<file path="src/rtl/cnn_pkg.sv">
// Shared constants and types for the CNN operand path.
//   DW        element width in bits
//   N_IN      input-matrix elements (4x4, row-major)
//   N_F       filter elements (3x3, row-major)
//   FRAME_LEN bytes per load frame (matrix then filter)
//   IDX_W     width of the frame byte index
//   ldr_state_t  operand_loader control states
package cnn_pkg;
  localparam int DW        = 8;
  localparam int N_IN      = 16;
  localparam int N_F       = 9;
  localparam int FRAME_LEN = N_IN + N_F;
  localparam int IDX_W     = 5;

  typedef enum logic [1:0] {IDLE, LOAD, DONE, ERR} ldr_state_t;
endpackage

</file>
<file path="src/rtl/operand_loader_if.sv">
// Valid/ready byte stream feeding operand_loader.
//   in_valid  byte present on in_data
//   in_data   operand byte
//   in_last   final byte of the frame (meaningful only with in_valid)
//   in_ready  loader accepts a byte this cycle
interface operand_loader_if #(parameter int DW = 8);
  logic          in_valid;
  logic [DW-1:0] in_data;
  logic          in_last;
  logic          in_ready;

  modport master (output in_valid, in_data, in_last, input in_ready);
  modport slave  (input in_valid, in_data, in_last, output in_ready);
endinterface

</file>
<file path="src/rtl/byte_regfile.sv">
// Write-indexed register array with a flat read-out of every entry.
//   clk, rst   clock, synchronous active-high clear of all entries
//   wr_en_i    write strobe
//   wr_idx_i   entry to write
//   wr_data_i  write data
//   rd_flat_o  all entries, entry i in rd_flat_o[i]
module byte_regfile #(
  parameter int DW    = 8,
  parameter int DEPTH = 25,
  parameter int IDX_W = 5
) (
  input  logic                       clk,
  input  logic                       rst,
  input  logic                       wr_en_i,
  input  logic [IDX_W-1:0]           wr_idx_i,
  input  logic [DW-1:0]              wr_data_i,
  output logic [DEPTH-1:0][DW-1:0]   rd_flat_o
);
  for (genvar i = 0; i < DEPTH; i++) begin : g_ent
    logic [DW-1:0] ent_q;
    always_ff @(posedge clk) begin
      if (rst)                                      ent_q <= '0;
      else if (wr_en_i && (wr_idx_i == IDX_W'(i)))  ent_q <= wr_data_i;
    end
    assign rd_flat_o[i] = ent_q;
  end
endmodule

</file>
<file path="src/rtl/operand_loader.sv">
// Streams a 25-byte frame (16 matrix bytes then 9 filter bytes) into
// operand storage and presents it as flat buses to the memory stage.
//   clk, rst   clock, synchronous active-high reset
//   start      one-cycle pulse starting a frame (ignored while loading)
//   s_if       byte stream (slave side)
//   mat_flat   matrix, element i at [DW*i +: DW]
//   filt_flat  filter, element j at [DW*j +: DW]
//   load_done  last frame loaded cleanly
//   frame_err  last frame malformed (early or missing in_last)
//   checksum   mod-2^DW sum of bytes accepted in the current/last frame
module operand_loader
  import cnn_pkg::*;
#(
  parameter int DW   = cnn_pkg::DW,
  parameter int N_IN = cnn_pkg::N_IN,
  parameter int N_F  = cnn_pkg::N_F
) (
  input  logic                 clk,
  input  logic                 rst,
  input  logic                 start,
  operand_loader_if.slave      s_if,
  output logic [N_IN*DW-1:0]   mat_flat,
  output logic [N_F*DW-1:0]    filt_flat,
  output logic                 load_done,
  output logic                 frame_err,
  output logic [DW-1:0]        checksum
);
  localparam int FLEN = N_IN + N_F;

  ldr_state_t              state_q, state_d;
  logic [IDX_W-1:0]        idx_q, idx_d;
  logic [DW-1:0]           csum_q, csum_d;
  logic                    wr_en;
  logic [FLEN-1:0][DW-1:0] rf_flat;

  always_ff @(posedge clk) begin
    if (rst) begin
      state_q <= IDLE;
      idx_q   <= '0;
      csum_q  <= '0;
    end else begin
      state_q <= state_d;
      idx_q   <= idx_d;
      csum_q  <= csum_d;
    end
  end

  always_comb begin
    state_d = state_q;
    idx_d   = idx_q;
    csum_d  = csum_q;
    wr_en   = 1'b0;
    case (state_q)
      LOAD: begin
        // in_ready is 1 throughout LOAD, so in_valid alone means accept
        if (s_if.in_valid) begin
          wr_en  = 1'b1;
          csum_d = csum_q + s_if.in_data;
          if (idx_q == IDX_W'(FLEN - 1)) begin
            // index saturates here; the frame ends either way
            state_d = s_if.in_last ? DONE : ERR;
          end else begin
            idx_d = idx_q + 1'b1;
            if (s_if.in_last) state_d = ERR;
          end
        end
      end
      default: begin
        // IDLE/DONE/ERR: storage held, start opens a new frame
        if (start) begin
          state_d = LOAD;
          idx_d   = '0;
          csum_d  = '0;
        end
      end
    endcase
  end

  // Outputs decode the state register directly, so they are registered
  assign s_if.in_ready = (state_q == LOAD);
  assign load_done     = (state_q == DONE);
  assign frame_err     = (state_q == ERR);
  assign checksum      = csum_q;

  byte_regfile #(.DW(DW), .DEPTH(FLEN), .IDX_W(IDX_W)) u_rf (
    .clk       (clk),
    .rst       (rst),
    .wr_en_i   (wr_en),
    .wr_idx_i  (idx_q),
    .wr_data_i (s_if.in_data),
    .rd_flat_o (rf_flat)
  );

  assign mat_flat  = rf_flat[N_IN-1:0];
  assign filt_flat = rf_flat[FLEN-1:N_IN];
endmodule

</file>
<file path="src/flat_wrapper.sv">
// flat-port wrapper written by rule: the top's interface ports become plain ports
module operand_loader_flat import cnn_pkg::*;
#(
  parameter int DW   = cnn_pkg::DW,
  parameter int N_IN = cnn_pkg::N_IN,
  parameter int N_F  = cnn_pkg::N_F
)
  (clk, rst, start, mat_flat, filt_flat, load_done, frame_err, checksum, s_if_in_valid, s_if_in_data, s_if_in_last, s_if_in_ready);
  operand_loader_if #(.DW(DW)) s_if_i ();
  input  logic clk;
  input  logic rst;
  input  logic start;
  output logic [N_IN*DW-1:0] mat_flat;
  output logic [N_F*DW-1:0] filt_flat;
  output logic load_done;
  output logic frame_err;
  output logic [DW-1:0] checksum;
  input wire logic [$bits(s_if_i.in_valid)-1:0] s_if_in_valid;
  input wire logic [$bits(s_if_i.in_data)-1:0] s_if_in_data;
  input wire logic [$bits(s_if_i.in_last)-1:0] s_if_in_last;
  output wire logic [$bits(s_if_i.in_ready)-1:0] s_if_in_ready;
  assign s_if_i.in_valid = s_if_in_valid;
  assign s_if_i.in_data = s_if_in_data;
  assign s_if_i.in_last = s_if_in_last;
  assign s_if_in_ready = s_if_i.in_ready;
  operand_loader #(.DW(DW), .N_IN(N_IN), .N_F(N_F)) u_core (.clk(clk), .rst(rst), .start(start), .s_if(s_if_i), .mat_flat(mat_flat), .filt_flat(filt_flat), .load_done(load_done), .frame_err(frame_err), .checksum(checksum));
endmodule
</file>
<file path="config.mk">
export PLATFORM = sky130hd
export DESIGN_NAME = operand_loader_flat
export DESIGN_NICKNAME = d
export VERILOG_FILES = /design/src/rtl/cnn_pkg.sv /design/src/rtl/operand_loader_if.sv /design/src/rtl/byte_regfile.sv /design/src/rtl/operand_loader.sv /design/src/flat_wrapper.sv
export SDC_FILE = /design/constraint.sdc
export NUM_CORES = 1
export LEC_CHECK = 0
export BUFFER_PORTS_ARGS = -buffer_cell sky130_fd_sc_hd__buf_2
export CAP_MARGIN = 20
export CORE_MARGIN = 2
export CORE_UTILIZATION = 38
export CTS_CLUSTER_SIZE = 25
export DETAILED_ROUTE_END_ITERATION = 10
export GPL_TIMING_DRIVEN = 0
export SKIP_CTS_REPAIR_TIMING = 1
export SLEW_MARGIN = 40
export SYNTH_ARGS = -nofsm -noshare
export SYNTH_HDL_FRONTEND = slang
export SYNTH_HIERARCHICAL = 1
export SYNTH_SLANG_ARGS = --single-unit
</file>
<file path="constraint.sdc">
create_clock -name clk -period 4.2 [get_ports clk]
set_clock_uncertainty 0.2 [all_clocks]
set_input_delay 0.84 -clock clk [delete_from_list [all_inputs] [get_ports clk]]
set_output_delay 0.84 -clock clk [all_outputs]
set_load 0.005 [all_outputs]
</file>
**Yosys cells after proc, flatten, opt, wreduce, memory -nomap -nowiden**

Cells that the tools add are included.

- Bits in registers: 215
- Word-level logic and storage cells: 105

- $add $sub $neg: 2
- Equality and inequality tests: 30
- Multiplexer cells: 15
- Reduce and logical (&&, ||, !) cells: 30

Operators by type and width:

| kind | number |
|---|---|
| $eq A5 B5 Y1 const B | 9 |
| $eq A5 B4 Y1 const B | 8 |
| $logic_and A1 B1 Y1 | 25 |
| $mux W8 | 3 |
| $eq A5 B3 Y1 const B | 4 |
| $mux W5 | 4 |
| $eq A5 B2 Y1 const B | 2 |
| $mux W2 | 5 |
| $add A8 B8 Y8 | 1 |
| $reduce_and A3 Y1 | 2 |
| $add A5 B1 Y5 const B | 1 |
| $eq A5 B1 Y1 const B | 1 |
| $logic_not A5 Y1 | 1 |
| $eq A2 B2 Y1 const B | 2 |
| $ne A2 B2 Y1 const B | 2 |
| $mux W1 | 3 |
| $ne A3 B2 Y1 const B | 1 |
| $eq A2 B1 Y1 const B | 1 |
| $reduce_and A2 Y1 | 1 |
| $reduce_bool A2 Y1 | 1 |

**Logic depth before layout (Yosys ltp)**

Gate-level depths: netlist of the first run.

- Depth after elaboration: 4
- Gate-level depth with buffers: 8
- Gate-level depth less buffers: 8

**Hierarchy**

The synthesis of the first run kept the hierarchy.

Modules (own cells, without submodules):

| module | times used | cells an instance | area each (um^2) |
|---|---|---|---|
| byte_regfile | 1 | 695 | 7782.5 |
| operand_loader | 1 | 113 | 972.2 |

**Least setup slack after synthesis of the first run**

OpenSTA, ideal clock, no wires.

- Path kind: input to register
- Start: input s_if_in_data[0]
- End: register u_core.csum_q[6], in the netlist u_core/checksum[6]
- Data arrival time: 2.090 ns
- Required time: 3.883 ns
- Setup slack: 1.794 ns
- Stages on the path: 7
- Path buffers: 0
- Cells stage by stage: ha_1 > fa_1 > a21oi_1 > o21ai_0 > a21oi_1 > xnor2_1 > a22o_1

- Cells in the longest elaborated chain, start to end: 3

Ends and longest elaborated chain:

| element | line | text |
|---|---|---|
| start, declared | flat_wrapper.sv:19 | `input wire logic [$bits(s_if_i.in_data)-1:0] s_if_in_data;` |
| $add A8 B8 Y8 | operand_loader.sv:58 | `csum_d = csum_q + s_if.in_data;` |
| $mux W8 | operand_loader.sv:56 | `if (s_if.in_valid) begin` |
| $mux W8 | operand_loader.sv:53 | `case (state_q)` |
| end signal, assigned | operand_loader.sv:44 | `csum_q <= csum_d;` |
| end, declared | operand_loader.sv:32 | `logic [DW-1:0] csum_q, csum_d;` |

Every way passes these cells. The select of a mux whose other input is x is not followed.
A chain may end at the register's enable or synchronous reset.

**Final worst setup path of the first run**

- Start: register u_core.state_q[0]
- End: output load_done

- Cells in the longest elaborated chain, start to end: 1

Ends and longest elaborated chain:

| element | line | text |
|---|---|---|
| start, declared | operand_loader.sv:30 | `ldr_state_t state_q, state_d;` |
| start signal, assigned | operand_loader.sv:42 | `state_q <= state_d;` |
| $eq A2 B2 Y1 | operand_loader.sv:81 | `assign load_done = (state_q == DONE);` |
| end, declared | flat_wrapper.sv:15 | `output logic load_done;` |

Every way passes these cells.

==> metrics.txt, run 1 <==
initial antenna violation count 0; simple-gate area share of the yosys netlist 0.206; fin. max-slew vios 0; clk slew on worst S/H paths approximately 0.06 ns; die height about 160 um; share of layout cells above drive strength 1 0.282; Seq/Total Area, Yosys 0.492; crit path kind reg -> out; RSZ-0062 raised after global routing false; Routed Antenna Nets 0; Post-synth EDFFs 0; drt pass-1 iters 4; Synth Area in Adders 0.0151; Synth Area in XOR/XNOR 0.00700; final hold vios 0; largest family of logic cells by synthesized area multiplexers; vias in the first global route 6416; worst slack, placed roughly 1.4 ns; peak supply drop 281 uV; drc violations 0; area grow syn2layout 25.8%; CTS Root Cell clkbuf_16; Post-Route M1 WL about 11 mm; Slew Limit Headroom 0.489; post-synth top area share 0.492; Ys Warns 6; Final Worst Setup Slack around 1.8 ns; critical path fanouts, max 5; grt ovf 0; Worst-Skew Late Latency about 0.51 ns; Critical Path AT approximately 1.3 ns; flop and latch count out of synthesis 215; setup TNS 0 ns; Compound-Gate Fraction of Synth Area 0.0234; # nets final between 1000 and 1500; total power 4370 uW; detailed placement HPWL about 17 mm; largest net degree at the start of global routing 17; first-pass GRT wire length between 30 and 40 mm; fmax 0.424 GHz; area leader, netlist dfxtp_1; placed inst area ~0.010 mm^2; num rows 55; TritonCTS buffer count 24; Bufs on Longest Clock Path 3; Pwr per Cell Area between 300 and 400 mW/mm^2; reg2reg path depth 7; Die X ~160 um; leakage power 0.00598 uW; Synth Net Count between 800 and 900; antenna cells 0; die area between 0.02 and 0.025 mm^2; # H-tree levels 1; unique cell type count in the Yosys netlist 47; vias per cell around 4.8; Final setup viols 0; type of element capturing the critical path primary output; hold path cells 2; Slew @ Worst Pin between 0.7 and 0.8 ns; Final Cell Area ~0.011 mm^2; gpl congestion 0.792; CTS tree built; mux contribution to synthesized area 0.231; WL per Instance 17.7 um; Final period util 0.562; GRT Util Overall 0.198; Num Clock Sinks ~220; Initial DRC Count ~270; Synth Cell Area 0.00875 mm^2; Req. time, crit path roughly 3.2 ns; fraction of registers with async set/reset 0; maxcap violations 0; Post-Syn Instances 808; Worst Hold Class reg -> reg; fin util 0.486; filler cell count 2137; routed length on met2 around 11 mm; Ports about 220; final wirelength 24.0 mm; top_reg_cell synth dfxtp_1; syn avg cell area 10.8 um^2; status completed; Met3 Routed Length approximately 1.3 mm; total number of vias between 6000 and 7000; startpoint types flip-flop; top sig layer met4; Initial Util 0.387; Core Box Area around 0.023 mm^2; Port Buffers ~220; ranking of synthesized cells by area dfxtp_1, mux2i_1, nand2b_1; Tmin final roughly 2.4 ns
[worst paths after layout]
check | start | end | slack [ns]
worst max-delay path | u_core/state_q[0] | load_done | 1.84
worst min-delay path | u_core/u_rf/g_ent[7].ent_q[4] | u_core/u_rf/g_ent[7].ent_q[4] | 0.27
worst max register to register | u_core/state_q[0] | u_core/u_rf/g_ent[24].ent_q[0] | 1.98
worst min register to register | u_core/u_rf/g_ent[7].ent_q[4] | u_core/u_rf/g_ent[7].ent_q[4] | 0.27
[power by group]
| part | internal, uW | leakage [uW] | switching, uW | total [uW] |
|---|---|---|---|---|
| Sequential | 2050 | 0.00173 | 9.81 | 2060 |
| Combinational | 82.5 | 0.00386 | 125 | 207 |
| Clock | 1270 | 0.000386 | 832 | 2100 |
[cells in the mapped netlist, drive strengths merged (4+ instances only)]
cell type    n
mux2i      201
clkbuf      47
nand2       33
nor2        19
nand2b     210
xor2         4
o21ai        7
ha           9
dfxtp      215
buf          4
nand3        6
inv          6
a21oi        9
[cells by family (layout without fill, tap and decap cells)]
kind of cell             after synthesis  count (layout)
buffers and inverters                 57             320
AND/OR/NAND/NOR                      287             287
XOR/XNOR                               7               7
AO/OA/AOI/OAI                         30              30
multiplexers                         202             202
adder cells (fa/ha/maj)               10              10
flip-flops                           215             215
[state kept, by name, indices dropped and copies added (netlist names)]
| register | flops |
|---|---|
| u_core/u_rf/g_ent.ent_q | 200 |
| u_core/idx_q | 5 |
| u_core/checksum | 8 |
| u_core/state_q | 2 |
[cells in the final DEF (no fill, tap or decap), drive strengths merged, types with 2 or more instances in the layout]
cell,count
a21o,3
nand2b,210
nand3,6
ha,9
and4b,3
and4bb,3
buf,227
a211oi,2
and2,2
nor2b,2
inv,6
bufinv,2
dfxtp,215
o21ai,7
xnor2,3
nor2,19
mux2i,201
nand2,33
a21oi,9
clkbuf,80
clkinv,4
a22o,2
xor2,4
a22oi,3
nand4,2
[layout make-up]
| type | instances | area [um^2] | share of cell area |
|---|---|---|---|
| flip-flops and latches | 215 | 4300 | 0.391 |
| well taps | 285 | 357 | 0.0324 |
| clock buffers | 33 | 696 | 0.0632 |
| clock inverters | 7 | 87.6 | 0.00795 |
| repair buffers | 223 | 1120 | 0.101 |
| inverters | 6 | 30.0 | 0.00273 |
| plain buffers | 51 | 196 | 0.0178 |
| multi-input cells | 536 | 4220 | 0.384 |
[per-layer routing]
layer	track usage	up-vias
li1	-	3190
met1	0.265	3052
met2	0.324	163
met3	0.0461	36
met4	0.0446	0
met5	0	-
[stage by stage]
step / cells / hold WS [ns]
2_1_floorplan: 808 / 0.265
3_3_place_gp: 1316 / 0.256
3_5_place_dp: 1316 / 0.263
4_1_cts: 1356 / 0.272
5_1_grt: 1356 / 0.280
6_report: 1356 / 0.270
[critical path, cell delays in order, from the launching register on]
cell and delay, ns:
dfxtp_1 0.44, and2b_2 0.24, buf_2 0.12
Power figures use the tool's default switching activity.
==> run 2: changes to the inputs <==
--- a/config.mk
+++ b/config.mk
@@ -5,6 +5,7 @@
 export SDC_FILE = /design/constraint.sdc
 export NUM_CORES = 1
 export LEC_CHECK = 0
+export ABC_AREA = 1
 export BUFFER_PORTS_ARGS = -buffer_cell sky130_fd_sc_hd__buf_2
 export CAP_MARGIN = 20
 export CORE_MARGIN = 2
==> constraint.sdc (replaced) <==
create_clock -name clk -period 2.19 [get_ports clk]
set_clock_uncertainty 0.2 [all_clocks]
set_input_delay 0.438 -clock clk [delete_from_list [all_inputs] [get_ports clk]]
set_output_delay 0.438 -clock clk [all_outputs]
set_load 0.005 [all_outputs]
==> run 2 against run 1 <==
Net effect:
- synthesized area is 13% higher
- setup slack worse by 1.8 ns
- critical path type is now reg -> reg
- power increased by 99%
- combinational power grew to 3.0 times the previous value
- global-route usage grew 2.9 points
- count of clock-buffer cells in the layout up 7
- critical endpoint is now u_core/u_rf/g_ent[0].ent_q[2]
- sequential share of layout area down 4.9 points
==> metrics.txt, run 2 <==
crit path kind reg -> reg; Num Clock Sinks 215; GRT Util Overall 0.227; logic gate share of total power 0.071; antenna cells 0; # nets final about 1800; vias in the first global route between 8000 and 9000; Initial DRC Count 620; share of layout cells above drive strength 1 0.194; die area roughly 0.027 mm^2; fin. max-slew vios 0; Slew @ Worst Pin 0.877 ns; grt ovf 0; Routed Antenna Nets 0; Pwr per Cell Area 688 mW/mm^2; Power Internal about 6600 uW; Worst-Skew Late Latency around 0.5 ns; die height roughly 170 um; ranking of synthesized cells by area dfxtp_1, nand2_1, inv_1; most frequent cell after synthesis nand2_1; critical path fanouts, max 10; Die X between 150 and 200 um; Biggest register u_core/u_rf/g_ent.ent_q; RSZ-0062 raised after global routing true; leakage power 0.00663 uW; top_reg_cell synth dfxtp_1; area leader, netlist dfxtp_1; unique cell type count in the Yosys netlist 24; Flop pwr share 0.459; Seq/Total Area, Yosys 0.436; Port Buffers 223; CTS Root Cell clkbuf_16; type of element capturing the critical path flip-flop; most frequent cells in the layout nand2_1, inv_1, nor2_1; Ports 224; clk slew on worst S/H paths ~0.060 ns; Worst Hold Class in -> reg; clock power share 0.471; detailed placement HPWL between 20 and 25 mm; Final Cell Area about 0.013 mm^2; hold slack approximately 0.084 ns; fraction of registers with async set/reset 0; # H-tree levels 1; Final period util 0.974; maxcap violations 0; total power approximately 8700 uW; Req. time, crit path 2.39 ns; syn avg cell area 6.32 um^2; switch share 0.239; Post-Syn Instances approximately 1600; leading cell types by count after synthesis nand2_1, inv_1, nor2_1; placed inst area between 0.01 and 0.015 mm^2; Core Box Area between 0.02 and 0.03 mm^2; largest net degree at the start of global routing 13; setup TNS 0 ns; peak supply drop around 530 uV; Synth Net Count 1584; final hold vios 0; Critical Path AT roughly 2.3 ns; post-synth top area share 0.436; status completed; max reg flops 200; CTS tree built; Tmin final between 2 and 2.5 ns; first-pass GRT wire length about 48 mm; num rows 58; Initial Util 0.389; startpoint types flip-flop; drc violations 0; Synth Cell Area 0.00986 mm^2; fmax 0.469 GHz; area grow syn2layout 27.7%; vias per cell 4.56; initial antenna violation count 0; drt pass-1 iters 6; Bufs on Longest Clock Path 3; final wirelength around 32 mm; flop and latch count out of synthesis around 220; Post-synth EDFFs 0; filler cell count roughly 2600; most common cell after layout, fill and taps aside nand2_1; Slew Limit Headroom 0.416; TritonCTS buffer count 25; WL per Instance roughly 15 um; Final setup viols 0; gpl congestion roughly 0.84; Ys Warns 6; total number of vias between 9000 and 10000; NetSw 2070 uW
==> run 2: changes by cell type after synthesis, sizes merged, moves of 5 or more <==
cell    previous run  this run
o21ai              7         2
nand2b           210         0
nand2             33       412
nand3              6       196
mux2i            201         0
inv                6       309
buf                4        35
nor2              19       292
a21oi              9        35
==> run 2: through the flow <==
stage / setup slack [ns] / std cells / utilization
3_5_place_dp: -0.665 / 2114 / 0.450
4_1_cts: -0.683 / 2157 / 0.482
6_report: 0.0577 / 2169 / 0.497
3_3_place_gp: -0.641 / 2114 / 0.450
5_1_grt: -0.0999 / 2169 / 0.497
2_1_floorplan: 0.189 / 1561 / -
==> run 2: kinds of logic after synthesis <==
| logic type | after synthesis | share of synthesized area |
|---|---|---|
| buffers and inverters | 388 | 0.151 |
| DFF | 215 | 0.436 |
| AOI/OAI and AO/OA | 37 | 0.0188 |
| adders and majority gates | 10 | 0.0134 |
| xor gates and xnor gates | 3 | 0.00266 |
| and+or+nand+nor | 908 | 0.378 |
==> run 2: layout make-up <==
type,count,area (um^2),share of cell area
multi-input combinational,958,4280,0.339
clock inverter,3,17.5,0.00139
tap,330,413,0.0328
sequential,215,4310,0.342
inverter,309,1170,0.0926
buffer,79,395,0.0314
timing repair buffer,235,1220,0.0971
clock buffer,40,802,0.0637
==> run 2: critical path, stage by stage (launching register included) <==
cell and delay (ns):
dfxtp_1 0.39, inv_2 0.08, nor2_8 0.16, nand2_4 0.11, clkinvlp_4 0.16, inv_1 0.09, nor2_4 0.16, nand3_2 0.19
buf_2 0.27, nor2_1 0.15, nor2_1 0.06
==> run 2: power by group through the flow <==
stage               clock network [uW]  logic, uW  registers [uW]
finish                            4080        614            3980
global route                      4320        679            3980
CTS                               4190        570            3980
detailed placement                   0        568            4060
global placement                     0        566            4060
floorplan                            0        353            4060
==> run 2: metal layers <==
metal | routed length [um] | track usage | vias up
met5 | 0 | 0 | -
met4 | 714 | 0.0688 | 0
li1 | - | - | 5118
met1 | 14400 | 0.308 | 4447
met3 | 2370 | 0.0462 | 47
met2 | 14200 | 0.364 | 273
==> run 2: worst paths after layout <==
kind / from / endpoint / slack [ns] / depth (start not counted)
setup / recovery: u_core/state_q[0] / u_core/u_rf/g_ent[0].ent_q[2] / 0.06 / 10
hold / removal: s_if_in_last / u_core/state_q[0] / 0.08 / 4
setup reg to reg: u_core/state_q[0] / u_core/u_rf/g_ent[0].ent_q[2] / 0.06 / 10
hold reg to reg: u_core/u_rf/g_ent[19].ent_q[5] / u_core/u_rf/g_ent[19].ent_q[5] / 0.27 / 2
